--- config.mk ---
export PLATFORM = sky130hd
export DESIGN_NAME = updown_counter_param
export DESIGN_NICKNAME = d
export VERILOG_FILES = /design/src/rtl/udc_pkg.sv /design/src/rtl/udc_next_val.sv /design/src/rtl/updown_counter_param.sv
export SDC_FILE = /design/constraint.sdc
export NUM_CORES = 1
export LEC_CHECK = 0
export ABC_AREA = 1
export CAP_MARGIN = 20
export CORE_UTILIZATION = 44
export DETAILED_ROUTE_END_ITERATION = 16
export GPL_TIMING_DRIVEN = 0
export PLACE_DENSITY = 0.76
export SYNTH_ARGS = -nofsm -noshare
export SYNTH_HDL_FRONTEND = slang
export SYNTH_SLANG_ARGS = --single-unit
--- constraint.sdc ---
create_clock -name clk -period 1.5 [get_ports clk]
set_input_delay 0.225 -clock clk [delete_from_list [all_inputs] [get_ports clk]]
set_output_delay 0.225 -clock clk [all_outputs]
set_load 0.1 [all_outputs]
--- src/rtl/udc_pkg.sv ---
`default_nettype none
// ============================================================================
//  Module      : udc_pkg
//  Description : Shared constants, mode encodings and parameter legality
//                helper for the parametrised up/down counter.
//  Revision    : 1.0 - initial release
// ============================================================================
package udc_pkg;

    localparam int WIDTH_MAX = 32;

    localparam logic WRAP     = 1'b0;
    localparam logic SATURATE = 1'b1;

    // Returns MAX_VAL limited to the largest value WIDTH bits can hold;
    // a result different from max_val means the parameter pair is illegal.
    function automatic longint unsigned clamp_max(input int width,
                                                  input longint unsigned max_val);
        longint unsigned lim;
        lim = (64'd1 << width) - 64'd1;
        return (max_val > lim) ? lim : max_val;
    endfunction

endpackage
`default_nettype wire

--- src/rtl/udc_next_val.sv ---
`default_nettype none
// ============================================================================
//  Module      : udc_next_val
//  Description : Combinational next-count calculation for one count step,
//                with wrap/saturate handling at 0 and MAX_VAL.
//  Revision    : 1.0 - initial release
// ============================================================================
module udc_next_val
    import udc_pkg::*;
#(
    parameter int              WIDTH   = 8,
    parameter longint unsigned MAX_VAL = (64'd1 << WIDTH) - 64'd1
) (
    input  logic [WIDTH-1:0] count,
    input  logic             up_down,
    input  logic             sat,
    output logic [WIDTH-1:0] next_count,
    output logic             wrap_evt
);

    // One extra bit keeps MAX_VAL = 2**WIDTH-1 compare and increment exact.
    localparam logic [WIDTH:0] c_max = MAX_VAL[WIDTH:0];

    logic [WIDTH:0] w_cnt_ext;
    logic [WIDTH:0] w_step;

    always_comb begin
        w_cnt_ext  = {1'b0, count};
        w_step     = w_cnt_ext;
        next_count = count;
        wrap_evt   = 1'b0;
        if (up_down) begin
            if (w_cnt_ext < c_max) begin
                w_step     = w_cnt_ext + 1'b1;
                next_count = w_step[WIDTH-1:0];
            end else if (sat == WRAP) begin
                next_count = '0;
                wrap_evt   = 1'b1;
            end
        end else begin
            if (w_cnt_ext != '0) begin
                w_step     = w_cnt_ext - 1'b1;
                next_count = w_step[WIDTH-1:0];
            end else if (sat == WRAP) begin
                next_count = c_max[WIDTH-1:0];
                wrap_evt   = 1'b1;
            end
        end
    end

endmodule
`default_nettype wire

--- src/rtl/updown_counter_param.sv ---
`default_nettype none
// ============================================================================
//  Module      : updown_counter_param
//  Description : Parametrised up/down counter with load, enable, per-cycle
//                wrap/saturate mode and terminal-count flags. Optional sticky
//                overflow/underflow flags via UDC_STICKY_FLAGS_EN.
//  Revision    : 1.0 - initial release
// ============================================================================
module updown_counter_param
    import udc_pkg::*;
#(
    parameter int              WIDTH   = 8,
    parameter longint unsigned MAX_VAL = (64'd1 << WIDTH) - 64'd1
) (
    input  logic             clk,
    input  logic             rst,
    input  logic             en,
    input  logic             up_down,
    input  logic             sat,
    input  logic             load,
    input  logic [WIDTH-1:0] load_val,
    output logic [WIDTH-1:0] count,
    output logic             at_max,
    output logic             at_min,
    output logic             wrap
`ifdef UDC_STICKY_FLAGS_EN
    ,
    input  logic             clr_flags,
    output logic             ovf,
    output logic             unf
`endif
);

    localparam logic [WIDTH:0] c_max = MAX_VAL[WIDTH:0];

    if (WIDTH < 2 || WIDTH > WIDTH_MAX || MAX_VAL < 64'd1 ||
        clamp_max(WIDTH, MAX_VAL) != MAX_VAL) begin : g_param_check
        $error("updown_counter_param: illegal WIDTH/MAX_VAL combination");
    end

    logic [WIDTH-1:0] r_count;
    logic             r_wrap;
    logic [WIDTH-1:0] w_next_count;
    logic             w_wrap_evt;
    logic [WIDTH-1:0] w_load_clamped;

    udc_next_val #(
        .WIDTH   (WIDTH),
        .MAX_VAL (MAX_VAL)
    ) u_next_val (
        .count      (r_count),
        .up_down    (up_down),
        .sat        (sat),
        .next_count (w_next_count),
        .wrap_evt   (w_wrap_evt)
    );

    assign w_load_clamped = ({1'b0, load_val} > c_max) ? c_max[WIDTH-1:0] : load_val;

    always_ff @(posedge clk) begin
        if (rst) begin
            r_count <= '0;
            r_wrap  <= 1'b0;
        end else if (load) begin
            r_count <= w_load_clamped;
            r_wrap  <= 1'b0;
        end else if (en) begin
            r_count <= w_next_count;
            r_wrap  <= w_wrap_evt;
        end else begin
            r_wrap  <= 1'b0;
        end
    end

    assign count  = r_count;
    assign wrap   = r_wrap;
    assign at_max = (r_count == c_max[WIDTH-1:0]);
    assign at_min = (r_count == '0);

`ifdef UDC_STICKY_FLAGS_EN
    logic r_ovf;
    logic r_unf;
    logic w_up_limit;
    logic w_dn_limit;

    // Limit events cover both the wrap and the saturate-hold cases.
    assign w_up_limit = en && !load &&  up_down && at_max;
    assign w_dn_limit = en && !load && !up_down && at_min;

    always_ff @(posedge clk) begin
        if (rst) begin
            r_ovf <= 1'b0;
            r_unf <= 1'b0;
        end else begin
            if (w_up_limit)     r_ovf <= 1'b1;
            else if (clr_flags) r_ovf <= 1'b0;
            if (w_dn_limit)     r_unf <= 1'b1;
            else if (clr_flags) r_unf <= 1'b0;
        end
    end

    assign ovf = r_ovf;
    assign unf = r_unf;
`endif

endmodule
`default_nettype wire
Yosys cells after proc, flatten, opt, wreduce, memory -nomap -nowiden
Cells that the tools add are included.
{"block": "word_totals", "output_inout_bits": 11, "reg_bits": 9}
{"block": "op_classes", "n_bitwise": 1, "n_reduce_logical": 5, "eq_ne": 3, "order_cmp": 1, "mux": 11, "add_sub_neg": 2}
{"op": "$mux W8", "n": 7}
{"op": "$add A8 B1 Y8 const B", "n": 1}
{"op": "$eq A8 B8 Y1 const B", "n": 1}
{"op": "$logic_not A8 Y1", "n": 1}
{"op": "$lt A8 B8 Y1 const B", "n": 1}
{"op": "$ne A4 B2 Y1 const B", "n": 2}
{"op": "$reduce_bool A8 Y1", "n": 1}
{"op": "$sub A8 B1 Y8 const B", "n": 1}
{"op": "$mux W1", "n": 4}
{"op": "$reduce_and A3 Y1", "n": 1}
{"op": "$reduce_or A3 Y1", "n": 1}
{"op": "$reduce_bool A2 Y1", "n": 1}
{"op": "$not A1 Y1", "n": 1}

Longest topological paths before layout
Gate-level depths: netlist (run 1).
{"block": "depth", "word_depth": 5, "depth_mapped": 12, "depth_no_buf": 12}

Modules after synthesis
From an unflattened synthesis (run 1), not the netlist that was laid out.
{"block": "hier_totals", "hier_cells": 185, "area_unflattened_um2": 1041.0}
{"mod": "udc_next_val", "cells_per_inst": 111, "instances": 1, "area_per_inst_um2": 563.0}
{"mod": "updown_counter_param", "cells_per_inst": 74, "instances": 1, "area_per_inst_um2": 478.0}

Least setup slack after synthesis (run 1)
Ideal clock, no wire load.
{"block": "synth_path", "kind": "reg-to-output", "start": "register r_count[1], in the netlist count[1]", "end": "output at_max", "path_stages_with_launch": 6, "t_arrival_ns": 2.267, "setup_slack_ns": -0.992, "required_ns": 1.275, "path_cell_list": "dfxtp_1 -> ha_1 -> nand2_1 -> nor2_4 -> nand2_4 -> inv_1"}
{"block": "synth_via", "elab_chain_cells": 1}
{"element": "start: declaration", "line": "updown_counter_param.sv:41", "text": "logic [WIDTH-1:0] r_count;"}
{"element": "start signal: assignment", "line": "updown_counter_param.sv:65", "text": "r_count <= w_load_clamped;"}
{"element": "start signal: assignment", "line": "updown_counter_param.sv:68", "text": "r_count <= w_next_count;"}
{"element": "$eq A8 B8 Y1", "line": "updown_counter_param.sv:77", "text": "assign at_max = (r_count == c_max[WIDTH-1:0]);"}
{"element": "end: declaration", "line": "updown_counter_param.sv:23", "text": "output logic at_max,"}
No other way between the ends.

Worst setup path in the final report (run 1)
{"block": "layout_path", "start": "register r_count[0], in the netlist count[0]", "end": "register r_count[4], in the netlist count[4]"}
{"block": "layout_via", "elab_chain_cells": 5, "word_cells_on_any_way": 12, "cone_classes": "add/sub: 2; order compare: 1; eq/ne: 2; mux: 5; reduce/logical: 2"}
{"element": "$sub A8 B1 Y8 (tied with other cells)", "line": "udc_next_val.sv:42", "text": "w_step = w_cnt_ext - 1'b1;"}
{"element": "$mux W8 (on tied branches)", "line": "udc_next_val.sv:41, udc_next_val.sv:33"}
{"element": "$mux W8", "line": "udc_next_val.sv:32", "text": "if (up_down) begin"}
{"element": "$mux W8", "line": "updown_counter_param.sv:67", "text": "end else if (en) begin"}
{"element": "$mux W8", "line": "updown_counter_param.sv:64", "text": "end else if (load) begin"}
Parallel ways exist; a longest one is shown, timed or not. The select of a mux whose other input is x is not followed.
A chain may end at the register's enable or synchronous reset.

==> results.md, run 1 <==
* Residual overflow from global routing at 0
* Initial antenna violation count at 0
* Worst setup slack before clock tree synthesis at -754 ps
* Top achievable clock speed at around 0.6 GHz
* Kind of capture point of the worst setup path: flip-flop
* Clock Latency Late Sink at about 270 ps
* Share of the core filled with cells in the final layout at 0.755
* Synth Cell Area at between 1000 and 1500 sq um
* Number of H-tree levels at 1
* Status: complete, but fails checks
* Required time at the worst-slack endpoint at approximately 1700 ps
* Detailed Route WL at between 3000 and 4000 microns
* Initial DRT Pass Iterations at 5
* Starting Density at 0.490
* Number of buffers created by CTS at 3
* Unrepaired setup endpoints after global routing: true
* Number of enable-type register cells in the synthesized netlist at 0
* Final std cells w/o fill at approximately 230
* Fin. max-slew vios at 0
* Critical path start-end classification: reg2reg
* Distinct cell type count after synthesis at 25
* Kind of cell adding the most delay to the critical path: simple AND/OR/NAND/NOR gates
* Total placed cells including tap cells at around 220
* Placer Congestion at between 0.9 and 1
* Failing checks: negative setup slack
* Commonest cells in the netlist: 53 x sky130_fd_sc_hd__nand2_1, 22 x sky130_fd_sc_hd__nor2_1, 18 x sky130_fd_sc_hd__inv_1
* Total inserted antenna cells at 0
* Root Driver: sky130_fd_sc_hd__clkbuf_4
* Standard-cell rows at 16
* Number of global-route vias before repair at ~1100
* Worst-Margin Slew at roughly 550 ps
* CP cell instances: buf_6 -> ha_4 -> nand2_4 -> nor2_4 -> nand2_4 -> nor2_4 -> nand3_2 -> nand3_4 -> buf_12 -> buf_16 -> nand2_2 -> inv_1 -> nor2_1
* Number of top-level design ports at 25
* Final total negative setup slack at -1240 ps
* Per-instance average area after synthesis at between 5 and 6 sq um
* Critical Path Start Type: flip-flop
* Clock period minus worst slack at approximately 1700 ps
* TritonCTS clock tree: yes
* First-pass GRT wire length at 5220 microns
* Power Density at 767 nW/um^2
* Routed via count divided by cell count at roughly 5.6
* Worst-path cell with the longest stage delay: sky130_fd_sc_hd__dfxtp_4
* CP peak stage delay at about 370 ps
* Share of post-route cells with drive strength above 1 at 0.364
* Number of vias in the routed layout at roughly 1300
* Area share of the leading cell type in the synthesized netlist at 0.197
* Tot Pwr at ~1200 uW
* Core Area at about 2100 sq um
* CTS Sinks at 9
* Post-DRT Antenna Nets at 0
* Cell accounting for the most synthesized area: sky130_fd_sc_hd__nand2_1
* Critical path buffers and inverters at 4
* Layout area overhead at 54.1%
* Synthesized Nets at around 190
* Reported max-cap violation count at 0
* Maximum root-to-sink buffer count at 2
* Die Footprint at between 2000 and 2500 sq um
* Routed WL per cell at around 14 microns
* Clock transition at the registers of the reported paths at roughly 70 ps
* Global-route usage over all layers at 0.279
* Period utilization at 1.11
* Crit Path Max Fanout at 5
* Fraction of synthesis flops using an asynchronous set or reset pin at 0
* Final HPWL DP at approximately 2000 microns
* Register bit count reported by yosys at 9
* Number of setup violations in the final report at 10
* Port bufs at 22
* Hold Fails Final Rpt at 0
* Die extent in x at 49.9 microns
* Number of standard cells after synthesis at 170
* Worst min path class: in2reg
* Iteration-0 DRC Markers at 85
* Max transition margin at 0.638
* Arrival time of data at the critical path endpoint at approximately 1800 ps
* Fraction of the yosys area taken by sequential cells at 0.178
* Pin count of the biggest net entering global routing at 11
* DRC at 0
* Worst setup slack after layout at -167 ps
* Nets at between 200 and 250
* Leading cell types by total area after synthesis: sky130_fd_sc_hd__nand2_1 20%, sky130_fd_sc_hd__dfxtp_1 18%, sky130_fd_sc_hd__nand3_1 8.4%, sky130_fd_sc_hd__nor2_1 8.2%, sky130_fd_sc_hd__inv_1 6.7%
* Maximum clock skew at final layout at roughly 1.3 ps
* Synth Flop Type: sky130_fd_sc_hd__dfxtp_1
* Synthesis Warnings at 0
* Max VDD drop at about 0.6 mV
* Die span in y at 49.9 microns
* Static Leak at around 0.00074 uW
* Most instantiated library cell after synthesis: sky130_fd_sc_hd__nand2_1
[placed cells by master, fill, tap and decap left out]
cell type,synthesis,routed
sky130_fd_sc_hd__a2111oi_4,0,1
sky130_fd_sc_hd__a21oi_1,6,4
sky130_fd_sc_hd__a21oi_2,2,4
sky130_fd_sc_hd__buf_12,1,4
sky130_fd_sc_hd__buf_16,0,1
sky130_fd_sc_hd__buf_2,0,1
sky130_fd_sc_hd__buf_4,3,10
sky130_fd_sc_hd__buf_6,1,3
sky130_fd_sc_hd__clkbuf_1,0,1
sky130_fd_sc_hd__clkbuf_4,0,3
sky130_fd_sc_hd__clkdlybuf4s15_2,0,7
sky130_fd_sc_hd__clkdlybuf4s50_1,0,11
sky130_fd_sc_hd__clkinv_1,2,2
sky130_fd_sc_hd__clkinvlp_4,0,1
sky130_fd_sc_hd__dfxtp_1,9,1
sky130_fd_sc_hd__dfxtp_4,0,8
sky130_fd_sc_hd__ha_1,3,1
sky130_fd_sc_hd__ha_4,0,2
sky130_fd_sc_hd__inv_1,18,14
sky130_fd_sc_hd__inv_12,0,1
sky130_fd_sc_hd__inv_2,3,4
sky130_fd_sc_hd__inv_4,1,2
sky130_fd_sc_hd__nand2_1,53,46
sky130_fd_sc_hd__nand2_2,0,6
sky130_fd_sc_hd__nand2_4,3,4
sky130_fd_sc_hd__nand3_1,17,17
sky130_fd_sc_hd__nand3_2,1,1
sky130_fd_sc_hd__nand3_4,2,2
sky130_fd_sc_hd__nand4_1,2,2
sky130_fd_sc_hd__nor2_1,22,21
sky130_fd_sc_hd__nor2_2,4,4
sky130_fd_sc_hd__nor2_4,2,3
sky130_fd_sc_hd__nor3_1,1,1
sky130_fd_sc_hd__o21ai_0,7,7
sky130_fd_sc_hd__or2_2,3,3
sky130_fd_sc_hd__xor2_1,3,3
[cell families (layout without fill, tap and decap cells)]
logic type,after synthesis,in the layout,share of synthesized area
and+or+nand+nor,110,110,0.523
buffers and inverters,29,65,0.145
AOI/OAI and AO/OA,16,16,0.0903
DFF,9,9,0.178
adders and majority gates,3,3,0.0371
xor gates and xnor gates,3,3,0.0260
[per-layer routing]
layer | part of all wire | track usage | wire length (microns) | vias to the layer above
met5 | 0 | 0 | 0 | -
met4 | 0.054 | 0.143 | 176 | 0
met3 | 0.10 | 0.0247 | 337 | 21
met2 | 0.48 | 0.468 | 1560 | 93
met1 | 0.37 | 0.351 | 1210 | 582
li1 | - | - | - | 606
[timing repair]
| action | in CTS | in global routing |
|---|---|---|
| buffers inserted | 9 | 1 |
| pin swaps | 5 | 4 |
| gates resized for setup | 52 | 9 |
| cloned | 1 | 0 |
| hold buffers | 0 | 0 |
| endpoints found under the setup margin | 19 | 11 |
[where the power goes]
| part | internal [uW] | total [uW] | switching, uW |
|---|---|---|---|
| clock network | 103 | 201 | 97.7 |
| logic | 236 | 697 | 461 |
| registers | 263 | 296 | 33.0 |
| total | 602 | 1190 | 592 |
[worst reg2reg max path: stages, from the launching register on]
cell                      delay, ps
sky130_fd_sc_hd__dfxtp_4        370
sky130_fd_sc_hd__buf_6          110
sky130_fd_sc_hd__ha_4           130
sky130_fd_sc_hd__nand2_4         50
sky130_fd_sc_hd__nor2_4         140
sky130_fd_sc_hd__nand2_4        100
sky130_fd_sc_hd__nor2_4         100
sky130_fd_sc_hd__nand3_2         80
sky130_fd_sc_hd__nand3_4        100
sky130_fd_sc_hd__buf_12         120
sky130_fd_sc_hd__buf_16         120
sky130_fd_sc_hd__nand2_2         40
sky130_fd_sc_hd__inv_1           50
sky130_fd_sc_hd__nor2_1          40
[stage by stage]
| step | cell area [sq um] | hold slack (ps) |
|---|---|---|
| 2_1_floorplan | 1100 | 278 |
| 3_3_place_gp | 1360 | 523 |
| 5_1_grt | 1560 | 258 |
| 6_report | 1560 | 239 |
| 3_5_place_dp | 1360 | 524 |
| 4_1_cts | 1530 | 248 |
[path summary, 6_finish.rpt]
path / start / slack [ps] / to / depth (start not counted)
max: count[0]$_SDFFE_PP0P_ / -170 / count[4]$_SDFFE_PP0P_ / 13
min: load / 240 / wrap$_SDFF_PP0_ / 2
max reg2reg: count[0]$_SDFFE_PP0P_ / -170 / count[4]$_SDFFE_PP0P_ / 13
min reg2reg: count[6]$_SDFFE_PP0P_ / 630 / count[6]$_SDFFE_PP0P_ / 4
[area by class of cell]
cell class              count  area (sq um)
plain buffers               4          37.5
clock buffers               4          26.3
fillers                   150           504
inverters                  24           111
multi-input cells         132           766
flip-flops and latches      9           210
well taps                  27          33.8
repair buffers             33           373
[flip-flops by register name, summed over array words and instances, names as in the netlist]
signal,cells
count,8
wrap,1
Power figures use the tool's default switching activity.
==> run 2: changes to the inputs <==
--- a/config.mk
+++ b/config.mk
@@ -6,11 +6,13 @@
 export NUM_CORES = 1
 export LEC_CHECK = 0
 export ABC_AREA = 1
+export ABC_CLOCK_PERIOD_IN_PS = 1500
 export CAP_MARGIN = 20
 export CORE_UTILIZATION = 44
 export DETAILED_ROUTE_END_ITERATION = 16
 export GPL_TIMING_DRIVEN = 0
 export PLACE_DENSITY = 0.76
+export SETUP_SLACK_MARGIN = 0.3
 export SYNTH_ARGS = -nofsm -noshare
 export SYNTH_HDL_FRONTEND = slang
 export SYNTH_SLANG_ARGS = --single-unit
==> run 2 against run 1 <==
  * The flow still finishes with violations (negative setup slack)
  * Sequential cell count did not move
  * Global-route usage up 0.28 points
  * Via count increased by 4.9%
  * Register-to-register slack improved by 80 ps
  * Clock-buffer cell count unchanged
  * Critical path depth is 7 lower
  * Design area increased by 7.3%
  * Utilization grew 5.5 points
==> results.md, run 2 (synthesized netlist as in run 1, its figures left out) <==
* Status: complete, but fails checks
* Failing checks: negative setup slack
* Number of vias in the routed layout at between 1000 and 1500
* Most used cells in the layout excluding fill and tap cells: 44 x sky130_fd_sc_hd__nand2_1, 20 x sky130_fd_sc_hd__buf_4, 20 x sky130_fd_sc_hd__nor2_1, 15 x sky130_fd_sc_hd__nand3_1
* Share of the core filled with cells in the final layout at 0.811
* Hold Fails Final Rpt at 0
* First-pass GRT wire length at ~5000 microns
* CTS Sinks at 9
* Root Driver: sky130_fd_sc_hd__clkbuf_4
* TritonCTS clock tree: yes
* Number of setup violations in the final report at 9
* Placer Congestion at about 0.93
* Worst setup slack after layout at -103 ps
* Max transition margin at 0.756
* Nets at between 200 and 250
* Pin count of the biggest net entering global routing at 11
* Clock Latency Late Sink at about 270 ps
* Final HPWL DP at about 2000 microns
* Core Area at about 2100 sq um
* Clock transition at the registers of the reported paths at approximately 70 ps
* Global-route usage over all layers at 0.282
* Routed via count divided by cell count at between 5 and 6
* Total inserted antenna cells at 0
* Internal power at between 600 and 700 uW
* Reg2Reg Launch Point: count[0]$_SDFFE_PP0P_
* Origin of the worst setup path: count[0]$_SDFFE_PP0P_
* Worst-Margin Slew at between 300 and 400 ps
* Share of post-route cells with drive strength above 1 at 0.439
* Top achievable clock speed at between 0.6 and 0.7 GHz
* Switching component of the power at between 600 and 700 uW
* Die extent in x at 49.9 microns
* Maximum clock skew at final layout at between 9 and 10 ps
* Port bufs at 22
* Die Footprint at between 2000 and 2500 sq um
* Number of top-level design ports at 25
* Area of placed instances at about 1400 sq um
* Number of global-route vias before repair at 1127
* Clk network pwr share at 0.155
* Fraction of power consumed by sequential logic at 0.234
* Iteration-0 DRC Markers at between 70 and 80
* DRC at 0
* Residual overflow from global routing at 0
* Combinational fraction of design power at 0.610
* Post-DRT Antenna Nets at 0
* Post-route standard cell area excluding fillers at roughly 1700 sq um
* Number of buffers created by CTS at 3
* Static Leak at 0.000806 uW
* Routed WL per cell at 15.4 microns
* Critical Path Start Type: flip-flop
* Detailed Route WL at approximately 3700 microns
* Maximum root-to-sink buffer count at 2
* Initial DRT Pass Iterations at 4
* Unrepaired setup endpoints after global routing: true
* FILL cells at roughly 130
* Max VDD drop at 0.630 mV
* Required time at the worst-slack endpoint at roughly 1300 ps
* Critical path start-end classification: reg2out
* Worst min path class: in2reg
* Period utilization at 1.07
* Number of H-tree levels at 1
* Sequential Area at approximately 210 sq um
* Crit Path Max Fanout at 4
* Arrival time of data at the critical path endpoint at between 1000 and 1500 ps
* Layout area overhead at 65.3%
* Leading cell type in the layout, fill and taps excluded: sky130_fd_sc_hd__nand2_1
* Die span in y at between 40 and 50 microns
* Power Density at between 700 and 800 nW/um^2
* Initial antenna violation count at 0
* Flip-flop count of the largest register after layout at 8
* Standard-cell rows at 16
* Kind of capture point of the worst setup path: output port
* Switching power as a share of total power at 0.493
* Reported max-cap violation count at 0
* Area of the multi-input gates at 825 sq um
* CTS hold repair buffers at 0
* Clock period minus worst slack at roughly 1600 ps
* Starting Density at 0.490
* Fin. max-slew vios at 0
* HP Start: load
run 2: changes by cell type in the layout (fill, tap and decap cells not counted), moves of 3 or more:
cell | previous run | this run
sky130_fd_sc_hd__buf_4 | 10 | 20
sky130_fd_sc_hd__buf_6 | 3 | 8
sky130_fd_sc_hd__clkdlybuf4s15_2 | 7 | 0
sky130_fd_sc_hd__inv_1 | 14 | 11
run 2: power groups by stage:
stage	Sequential (uW)	Clock (uW)	Combinational [uW]
2_1_floorplan	460	0	311
3_3_place_gp	306	0	594
3_5_place_dp	308	0	601
4_1_cts	301	198	701
5_1_grt	306	212	826
6_report	303	201	789
run 2: worst max-delay path, cell delays in order, from the launching register on:
cell and delay, ps:
sky130_fd_sc_hd__dfxtp_4 400, sky130_fd_sc_hd__ha_4 160, sky130_fd_sc_hd__nand2_4 50, sky130_fd_sc_hd__nor2_4 120, sky130_fd_sc_hd__nand2_4 100, sky130_fd_sc_hd__clkinvlp_4 100, sky130_fd_sc_hd__buf_12 160
run 2: area by class of cell:
| cell class | instances | share of cell area |
|---|---|---|
| Tap cell | 27 | 0.0202 |
| Timing Repair Buffer | 40 | 0.243 |
| Multi-Input combinational cell | 132 | 0.493 |
| Clock buffer | 4 | 0.0157 |
| Inverter | 24 | 0.0681 |
| Sequential cell | 9 | 0.126 |
| Buffer | 5 | 0.0344 |
run 2: per-layer routing:
layer,vias to the layer above,global-route usage,wire length (microns)
met4,0,0.152,190
met1,634,0.338,1420
met2,87,0.466,1800
met3,20,0.0556,300
met5,-,0,0
li1,625,-,-
run 2: path summary, 6_finish.rpt:
check	to	slack [ps]	cells past startpoint
setup / recovery	at_max	-100	6
hold reg to reg	count[7]$_SDFFE_PP0P_	610	4
setup reg to reg	count[2]$_SDFFE_PP0P_	-90	11
hold / removal	wrap$_SDFF_PP0_	240	2
run 2: through the flow:
stage / hold WS [ps] / power, uW / TNS, ps / worst slack (ps) / cells
5_1_grt: 262 / 1340 / -1090 / -156 / 241
2_1_floorplan: 278 / 771 / -954 / -128 / 170
4_1_cts: 244 / 1200 / -105 / -80.4 / 237
3_3_place_gp: 523 / 899 / -3640 / -748 / 219
6_report: 243 / 1290 / -595 / -103 / 241
3_5_place_dp: 525 / 909 / -3970 / -759 / 219
run 2: timing repair:
item                       4_1_cts  5_1_grt
setup buffers                   14        3
pin swaps                       11       10
setup endpoints to repair       20       16
gates resized for setup         92       19
gates cloned                     0        1
